`config.mk`:
```
export PLATFORM = sky130hd
export DESIGN_NAME = mopa_unit
export DESIGN_NICKNAME = d
export VERILOG_FILES = /design/src/rtl/mopa_unit.sv
export SDC_FILE = /design/constraint.sdc
export NUM_CORES = 1
export LEC_CHECK = 0
export BUFFER_PORTS_ARGS = -buffer_cell sky130_fd_sc_hd__buf_2
export CAP_MARGIN = 10
export CORE_MARGIN = 1.5
export CORE_UTILIZATION = 30
export DETAILED_ROUTE_END_ITERATION = 10
export SYNTH_ARGS = -nofsm -noshare
export SYNTH_HDL_FRONTEND = slang
export SYNTH_SLANG_ARGS = --single-unit
```
`constraint.sdc`:
```
create_clock -name clk -period 18.8 [get_ports clk]
set_input_delay 3.76 -clock clk [delete_from_list [all_inputs] [get_ports clk]]
set_output_delay 3.76 -clock clk [all_outputs]
set_load 0.01 [all_outputs]
```
`src/rtl/mopa_unit.sv`:
```
// mopa_unit: 4x4 int8 outer-product accumulate unit.
// Each accepted MOPA issue adds a[i]*b[j] into the 32-bit accumulator
// acc[4*i+j], one element per cycle. That gives sixteen cycles of work,
// and busy_o is high for all of them. A single done_o pulse follows.
module mopa_unit (
    input  logic        clk,
    input  logic        rstn,
    input  logic [3:0]  alu_ctrl_i,
    input  logic        issue_valid_i,
    input  logic [31:0] src1_i,
    input  logic [31:0] src2_i,
    input  logic        clr_i,
    input  logic [3:0]  rd_idx_i,
    output logic [31:0] rd_data_o,
    output logic        busy_o,
    output logic        done_o
);

    // MOPA code in the shared ALU control encoding.
    localparam logic [3:0] ALU_MOPA = 4'hD;

    typedef enum logic [1:0] {
        IDLE = 2'd0,
        CALC = 2'd1,
        DONE = 2'd2
    } state_t;

    state_t             state;
    state_t             state_next;
    logic [3:0]         k;
    logic [31:0]        a_q;
    logic [31:0]        b_q;
    logic [31:0]        acc [16];

    logic               accept;
    logic signed [7:0]  a_el;
    logic signed [7:0]  b_el;
    logic signed [31:0] a_ext;
    logic signed [31:0] b_ext;
    logic [31:0]        prod;

    assign accept = (state == IDLE) && issue_valid_i && (alu_ctrl_i == ALU_MOPA);

    // Select this step's operands, sign-extend them, and form the wrapped 32-bit product.
    always_comb begin
        a_el  = a_q[{k[3:2], 3'b000} +: 8];
        b_el  = b_q[{k[1:0], 3'b000} +: 8];
        a_ext = 32'(a_el);
        b_ext = 32'(b_el);
        prod  = a_ext * b_ext;
    end

    // State register.
    always_ff @(posedge clk) begin
        // NOTE: sequential state uses non-blocking assignments so that every
        // flop samples pre-edge values no matter how the blocks are ordered.
        if (!rstn) state <= IDLE;
        else       state <= state_next;
    end

    // Next-state logic and status outputs.
    always_comb begin
        // NOTE: give every output a default first. A path that does not
        // assign a signal would otherwise infer a latch.
        state_next = state;
        busy_o     = 1'b0;
        done_o     = 1'b0;
        unique case (state)
            IDLE: if (accept) state_next = CALC;
            CALC: begin
                busy_o = 1'b1;
                if (k == 4'd15) state_next = DONE;
            end
            DONE: begin
                done_o     = 1'b1;
                state_next = IDLE;
            end
            default: state_next = IDLE;
        endcase
    end

    // Operand latch, step counter, and accumulator tile update.
    always_ff @(posedge clk) begin
        if (!rstn) begin
            k   <= 4'd0;
            a_q <= 32'd0;
            b_q <= 32'd0;
            // NOTE: the accumulator array is reset explicitly. A reset must
            // leave the tile reading all zeros, so it cannot be left as
            // uninitialised storage.
            for (int n = 0; n < 16; n++) acc[n] <= 32'd0;
        end else begin
            unique case (state)
                IDLE: begin
                    if (clr_i) begin
                        for (int n = 0; n < 16; n++) acc[n] <= 32'd0;
                    end
                    if (accept) begin
                        a_q <= src1_i;
                        b_q <= src2_i;
                        k   <= 4'd0;
                    end
                end
                CALC: begin
                    acc[k] <= acc[k] + prod;
                    k      <= k + 4'd1;
                end
                default: ;
            endcase
        end
    end

    assign rd_data_o = acc[rd_idx_i];

endmodule

```
==> results of run 1 <==
-- synth_stat cells, types with 4 or more instances --
cell type  instances
fa_1              56
inv_1             95
nor3_1             9
clkbuf_1         129
o21ai_1           10
nor2_1           472
mux4_2           331
o21a_1             7
a21o_1            17
nand2b_1           6
edfxtp_1         512
nor2b_1           13
xor2_1            15
nand4_1            5
nand2_1          203
dfxtp_1           74
buf_2             10
buf_1             40
ha_1              59
or3_1              4
o21bai_1           6
and2_1            51
nor2_2            30
nand3_1           15
a21oi_1           48
buf_6              7
and3_1             9
a22oi_1            9
nor3_2            11
o21ai_0           16
xnor2_1           25
a21boi_0          66
-- cells by family after synthesis --
family | share of synthesized area
DFF | 0.513
AOI/OAI and AO/OA | 0.0449
and+or+nand+nor | 0.110
buffers and inverters | 0.0351
muxes | 0.228
adders and majority gates | 0.0565
xor gates and xnor gates | 0.0129
-- worst max-delay path by stage --
stage          slack, ns  depth (start not counted)            end        start
3_3_place_gp        8.21                          5  rd_data_o[27]  rd_idx_i[0]
6_report            8.25                          5  rd_data_o[27]  rd_idx_i[0]
2_1_floorplan       9.18                          4  rd_data_o[11]  rd_idx_i[0]
4_1_cts             8.18                          5  rd_data_o[27]  rd_idx_i[0]
3_5_place_dp        8.18                          5  rd_data_o[27]  rd_idx_i[0]
5_1_grt             8.00                          5  rd_data_o[27]  rd_idx_i[0]
-- through the flow --
stage / worst slack (ns) / util
final: 8.25 / 0.339
after CTS: 8.18 / 0.339
after detailed placement: 8.18 / 0.322
after global routing: 8.00 / 0.339
after floorplan: 9.18 / -
after global placement: 8.21 / 0.322
-- critical path, stage by stage --
cell,delay (ns)
buf_8,0.69
buf_4,0.90
mux4_2,0.60
mux4_2,0.55
buf_2,0.17
-- layer usage --
metal | track usage | vias to the layer above | part of all wire
li1 | - | 9056 | -
met3 | 0.0300 | 208 | 0.082
met5 | 0 | - | 0.00013
met4 | 0.0716 | 2 | 0.040
met2 | 0.308 | 1042 | 0.50
met1 | 0.225 | 10900 | 0.38
-- flip-flops by register name, indices dropped and copies added, names as in the netlist, named ones only --
name	flops
a_q	32
state	2
b_q	32
k	4
acc	512
-- layout make-up --
class / count / area (um2)
antenna: 1 / 2.50
clock buffer: 69 / 1540
clock inverter: 43 / 302
fill: 10500 / 72000
inverter: 97 / 364
multi-input combinational: 1547 / 15000
sequential: 586 / 16900
tap: 1414 / 1770
timing repair buffer: 166 / 992
-- report_power, final --
part | leakage, nW | internal [W] | switching (W)
registers | 6.29 | 0.00146 | 0.0000269
logic | 5.87 | 0.000109 | 0.000159
clock network | 0.887 | 0.000602 | 0.000540
==> summary.md, run 1 <==
| Metric | Value |
|---|---|
| Status | completed |
| Leading cell type in the layout, fill and taps excluded | edfxtp_1 |
| Worst Tran Pin Value | 1.20 ns |
| Finish-stage setup viols | 0 |
| CTS buffer count | 60 |
| Placed Area | 35000 um2 |
| Commonest cells after routing, fill and taps aside | edfxtp_1, nor2_1, mux4_2 |
| Critical Path End Type | output port |
| Pin count of the biggest net entering global routing | 81 |
| Worst IR Drop VDD | 0.0903 mV |
| Mapped Nets | 2609 |
| Share of cells above drive strength 1 | 0.274 |
| CTS tree | yes |
| # DRC | 0 |
| Vias | 21.2k |
| Gr ovfl total | 0 |
| Row count | 121 |
| Setup Fix Bufs, Post-CTS | 0 |
| Post-synthesis sequential area ratio | 0.513 |
| Starting Density | 0.302 |
| PD cells | 78.7 nW/um2 |
| R2R Path End | acc[0][25]$_SDFFCE_PN0P_ |
| RSZ-0062 raised after global routing | false |
| HP Start | a_q[21]$_SDFFE_PN0P_ |
| Synth area leaders | edfxtp_1, mux4_2, nor2_1, dfxtp_1, fa_1 |
| Slew HR | 0.194 |
| Mapped Area | 32900 um2 |
| Period utilization | 0.561 |
| Hold Path Cell Cnt | 2 |
| Reg-to-reg slack, setup | 9.53 ns |
| Mapped Avg Cell Area | 13.6 um2 |
| Fmax | 94.8 MHz |
| IO buf count | 109 |
| Area fraction of the dominant cell type after synthesis | 0.468 |
| Final total power | 0.00290 W |
| WP data arrival | 6.79 ns |
| Hold Path End | a_q[21]$_SDFFE_PN0P_ |
| Clock-pin slew on the worst setup and hold paths | 0.06 ns |
| Die height | 334 um |
| Worst reg2reg path startpoint | k[2]$_SDFFE_PN0P_ |
| DRT iter0 DRCs | 2282 |
| Required time of the critical path | 15.04 ns |
| DR WL/cell | 25.9 um |
| Min Clock Period, post-route | 10.55 ns |
| Post-CTS Resized | 0 |
| Inst Count DP | 3809 |
| Worst Hold Class | reg2reg |
| Initial antenna violation count | 1 |
| TNS Setup | 0 ns |
| GRT Util Overall | 0.179 |
| Final Instance Count excl. Fillers | 3923 |
| Final Routed Wirelength | 102000 um |
| Post-DP HPWL | 57200 um |
| Post-Synthesis Cells | 2418 |
| CTS H-tree depth | 2 |
| Flops & latches, synth | 586 |
| Crit path kind | in2out |
| Clk buf depth | 3 |
| Final Max Tran Viols | 0 |
| Via/cell ratio | 5.41 |
| Post-synth top flop | edfxtp_1 |
| Area growth syn-to-layout | 12.1% |
| Largest area contributor in the synthesized netlist | edfxtp_1 |
| Hold_buf cts | 0 |
| Fin. Hold Viols | 0 |
| Post-route ant nets | 0 |
| Die width | 334 um |
| CP Max Fanout | 80 |
| Final GP Congestion | 0.838 |
| Clock Skews | 0.0657 ns |
| Ys Warns | 0 |
| Finished Cell Area | 36900 um2 |
| I/O pins | 110 |
| Root Driver | clkbuf_16 |
| First-pass GRT wire length | 146000 um |
| Number of synthesized flops with an enable pin | 512 |
| Pleak | 13.0 nW |
| Drt pass-1 iters | 5 |
| Yosys cell types | 74 |
| Clock latency on the worst-skew pair | 0.68 ns |
| Layout Nets | 2649 |
| Vias in the first global route | 21.3k |
| Reg2reg path depth | 30 |
| Die area | 112000 um2 |
| Core Area | 109000 um2 |
| Worst hold margin | 0.462 ns |
| CTS Sinks | 586 |
| MaxCap Viol Count | 0 |
| Type of origin of the critical path | input pin |
| Ys async rst share | 0 |
No activity file was read; power rests on OpenSTA's default activity.
==> inputs of run 2 (changes only) <==
Settings changed: ABC_AREA set to 1.
Clock period 18.8 ns to 8.75 ns, I/O delays scaled along.
==> run 2 against run 1 <==
Clock power up 140%. Clock-buffer cell count is 17 higher. Critical path type is now reg2reg. Sequential share of layout area decreased by 2.3 points. Synthesized cell count increased by 74%.
==> summary.md, run 2 <==
| Metric | Value |
|---|---|
| MaxCap Viol Count | 0 (unchanged) |
| Max reg flops | 512 (unchanged) |
| Final total power | 0.00671 W (was 0.00290 W) |
| HP Start | a_q[22]$_SDFFE_PN0P_ (was a_q[21]$_SDFFE_PN0P_) |
| Pin count of the biggest net entering global routing | 184 (was 81) |
| GRT Util Overall | 0.199 (was 0.179) |
| Area fraction of the dominant cell type after synthesis | 0.441 (was 0.468) |
| Required time of the critical path | 9.09 ns (was 15.04 ns) |
| Clock Skews | 0.0362 ns (was 0.0657 ns) |
| Most flop-heavy register | acc (unchanged) |
| CP max-delay cell | a221oi_1 (was buf_4) |
| NetSw | 0.00178 W (was 0.000727 W) |
| Hold_buf cts | 0 (unchanged) |
| Worst Tran Pin Value | 1.28 ns (was 1.20 ns) |
| Largest regs | acc (512), a_q (32), b_q (32) (unchanged) |
| Core Area | 115000 um2 (was 109000 um2) |
| Clock latency on the worst-skew pair | 0.64 ns (was 0.68 ns) |
| Min Clock Period, post-route | 8.03 ns |
| Initial antenna violation count | 3 (was 1) |
| Die area | 118000 um2 (was 112000 um2) |
| Clock Power Share | 0.415 (was 0.394) |
| Period utilization | 0.917 |
| Sw Share | 0.265 (was 0.250) |
| CTS Sinks | 586 (unchanged) |
| Fin. Hold Viols | 0 (unchanged) |
| Leading cell type in the layout, fill and taps excluded | nor2_1 (was edfxtp_1) |
| Row count | 124 (was 121) |
| Final Max Tran Viols | 0 (unchanged) |
| Starting Density | 0.304 (was 0.302) |
| R2R Path End | acc[13][19]$_SDFFCE_PN0P_ (was acc[0][25]$_SDFFCE_PN0P_) |
| Final GP Congestion | 0.911 (was 0.838) |
| Final Routed Wirelength | 120000 um (was 102000 um) |
| CTS H-tree depth | 3 (was 2) |
| CTS tree | yes (unchanged) |
| Vias in the first global route | 28.4k (was 21.3k) |
| Clock-pin slew on the worst setup and hold paths | 0.06 ns (about the same) |
| Worst IR Drop VDD | 0.129 mV (was 0.0903 mV) |
| Ys async rst share | 0 (unchanged) |
| RSZ-0062 raised after global routing | false (unchanged) |
| Via/cell ratio | 5.32 (was 5.41) |
| Mapped Area | 34900 um2 (was 32900 um2) |
| DR WL/cell | 21.0 um (was 25.9 um) |
| Flops & latches, synth | 586 (unchanged) |
| Post-Synthesis Cells | 4198 (was 2418) |
| # DRC | 0 (unchanged) |
| Setup Fix Bufs, Post-CTS | 0 (unchanged) |
| Comb power frac | 0.108 (was 0.092) |
| Hold Path End | a_q[22]$_SDFFE_PN0P_ (was a_q[21]$_SDFFE_PN0P_) |
| Critical Path Start | k[3]$_SDFFE_PN0P_ (was rd_idx_i[0]) |
| Cell Int Power | 0.00494 W (was 0.00218 W) |
| Clk buf depth | 3 (unchanged) |
| Antenna diodes | 0 (was 1) |
| First-pass GRT wire length | 177000 um (was 146000 um) |
| Root Driver | clkbuf_16 (unchanged) |
| Die width | 344 um (was 334 um) |
| I/O pins | 110 (unchanged) |
| TNS Setup | 0 ns (unchanged) |
| Worst reg2reg path startpoint | k[3]$_SDFFE_PN0P_ (was k[2]$_SDFFE_PN0P_) |
| Worst slack, placed | 0.721 ns (was 8.18 ns) |
| Die height | 344 um (was 334 um) |
| Reg2reg path depth | 33 (was 30) |
| Post-route ant nets | 0 (unchanged) |
| Drt pass-1 iters | 6 (was 5) |
| DRT iter0 DRCs | 3665 (was 2282) |
| Mapped Nets | 4389 (was 2609) |
| Hold Path Cell Cnt | 2 (unchanged) |
| Most numerous cell in the Yosys netlist | nor2_1 (was edfxtp_1) |
| Post-route setup slack | 0.724 ns (was 8.25 ns) |
| Finish-stage setup viols | 0 (unchanged) |
| CTS buffer count | 69 (was 60) |
| Ys Warns | 0 (unchanged) |
| Vias | 30.3k (was 21.2k) |
| Fmax | 125 MHz |
| Post-synthesis sequential area ratio | 0.483 (was 0.513) |
| CP Max Fanout | 16 (was 80) |
| Critical path's largest stage delay | 0.93 ns (was 0.90 ns) |
| Pleak | 15.0 nW (was 13.0 nW) |
| Share of cells above drive strength 1 | 0.0891 (was 0.274) |
| Status | completed (unchanged) |
| Sequential power share | 0.477 (was 0.514) |
| IO buf count | 109 (unchanged) |
| Largest area contributor in the synthesized netlist | edfxtp_1 (unchanged) |
| PD cells | 173 nW/um2 (was 78.7 nW/um2) |
| Post-CTS Resized | 0 (unchanged) |
| Number of synthesized flops with an enable pin | 512 (unchanged) |
| Fin util | 0.338 (was 0.339) |
| Yosys cell types | 53 (was 74) |
| Layout Nets | 4327 (was 2649) |
| Gr ovfl total | 0 (unchanged) |
| Worst Hold Class | reg2reg (unchanged) |
| WP data arrival | 8.37 ns (was 6.79 ns) |
| Post-DP HPWL | 67300 um (was 57200 um) |
| Synth area leaders | edfxtp_1, nor2_1, o21ai_0, nand2_1, a21oi_1 (was edfxtp_1, mux4_2, nor2_1, dfxtp_1, fa_1) |
| Slew HR | 0.147 (was 0.194) |
| Area growth syn-to-layout | 11.4% (was 12.1%) |
| Reg-to-reg slack, setup | 0.72 ns (was 9.53 ns) |
| Crit path kind | reg2reg (was in2out) |
| Post-synth top cells | nor2_1, nand2_1, edfxtp_1 (was edfxtp_1, nor2_1, mux4_2) |
| Type of origin of the critical path | flop (was input pin) |
| Critical Path End Type | flop (was output port) |
| Mapped Avg Cell Area | 8.31 um2 (was 13.6 um2) |
| Commonest cells after routing, fill and taps aside | nor2_1, edfxtp_1, nand2_1 (was edfxtp_1, nor2_1, mux4_2) |
| Post-synth top flop | edfxtp_1 (unchanged) |
## run 2: logic make-up after synthesis
kind of cell,count (synthesis),share of synthesized area
buffers and inverters,755,0.0846
flip-flops,586,0.483
XOR/XNOR,38,0.0114
AO/OA/AOI/OAI,1050,0.168
adder cells (fa/ha/maj),115,0.0533
multiplexers,37,0.0106
AND/OR/NAND/NOR,1617,0.188
## run 2: area by class of cell
| cell class | instances | area, um2 |
|---|---|---|
| clock buffers | 86 | 1800 |
| inverters | 439 | 1660 |
| multi-input cells | 2857 | 15200 |
| clock inverters | 34 | 333 |
| fillers | 11800 | 76000 |
| repair buffers | 183 | 1140 |
| well taps | 1512 | 1890 |
| flip-flops and latches | 586 | 16900 |
## run 2: worst max-delay path by stage
stage                                 to  slack (ns)  cells after the start
3_5_place_dp   acc[13][19]$_SDFFCE_PN0P_        0.72                     33
5_1_grt        acc[14][28]$_SDFFCE_PN0P_        0.11                     36
3_3_place_gp   acc[13][19]$_SDFFCE_PN0P_        0.80                     33
6_report       acc[13][19]$_SDFFCE_PN0P_        0.72                     33
2_1_floorplan  acc[10][24]$_SDFFCE_PN0P_        1.90                     37
4_1_cts        acc[13][19]$_SDFFCE_PN0P_        0.70                     33
## run 2: metrics by stage
step	hold WS (ns)	instances	cell area, um2
2_1_floorplan	0.455	4198	34900
3_3_place_gp	0.466	5575	36700
3_5_place_dp	0.476	5575	36700
4_1_cts	0.490	5695	38800
5_1_grt	0.510	5697	38900
6_report	0.482	5697	38900
## run 2: worst max-delay path: cells and delay by family (launching register included)
kind / cells / cell delay [ns]
DFF: 1 / 0.42
adders and majority gates: 6 / 2.55
buffers and inverters: 6 / 0.52
xor gates and xnor gates: 2 / 1.01
and+or+nand+nor: 10 / 1.13
AOI/OAI and AO/OA: 9 / 2.10
## run 2: power by group through the flow
stage	Combinational (W)	Sequential (W)	Clock (W)
after floorplan	0.000460	0.00325	0
after global placement	0.000703	0.00326	0
after detailed placement	0.000712	0.00326	0
after CTS	0.000714	0.00320	0.00282
after global routing	0.000788	0.00322	0.00292
final	0.000722	0.00320	0.00279
## run 2: layer usage
layer  vias to the layer above  wire length (um)  global-route usage
li1                      14000                 -                   -
met2                      1623             52600               0.309
met1                     14300             49700               0.274
met3                       303             12400              0.0345
met5                         -                75                   0
met4                         6              4940              0.0777
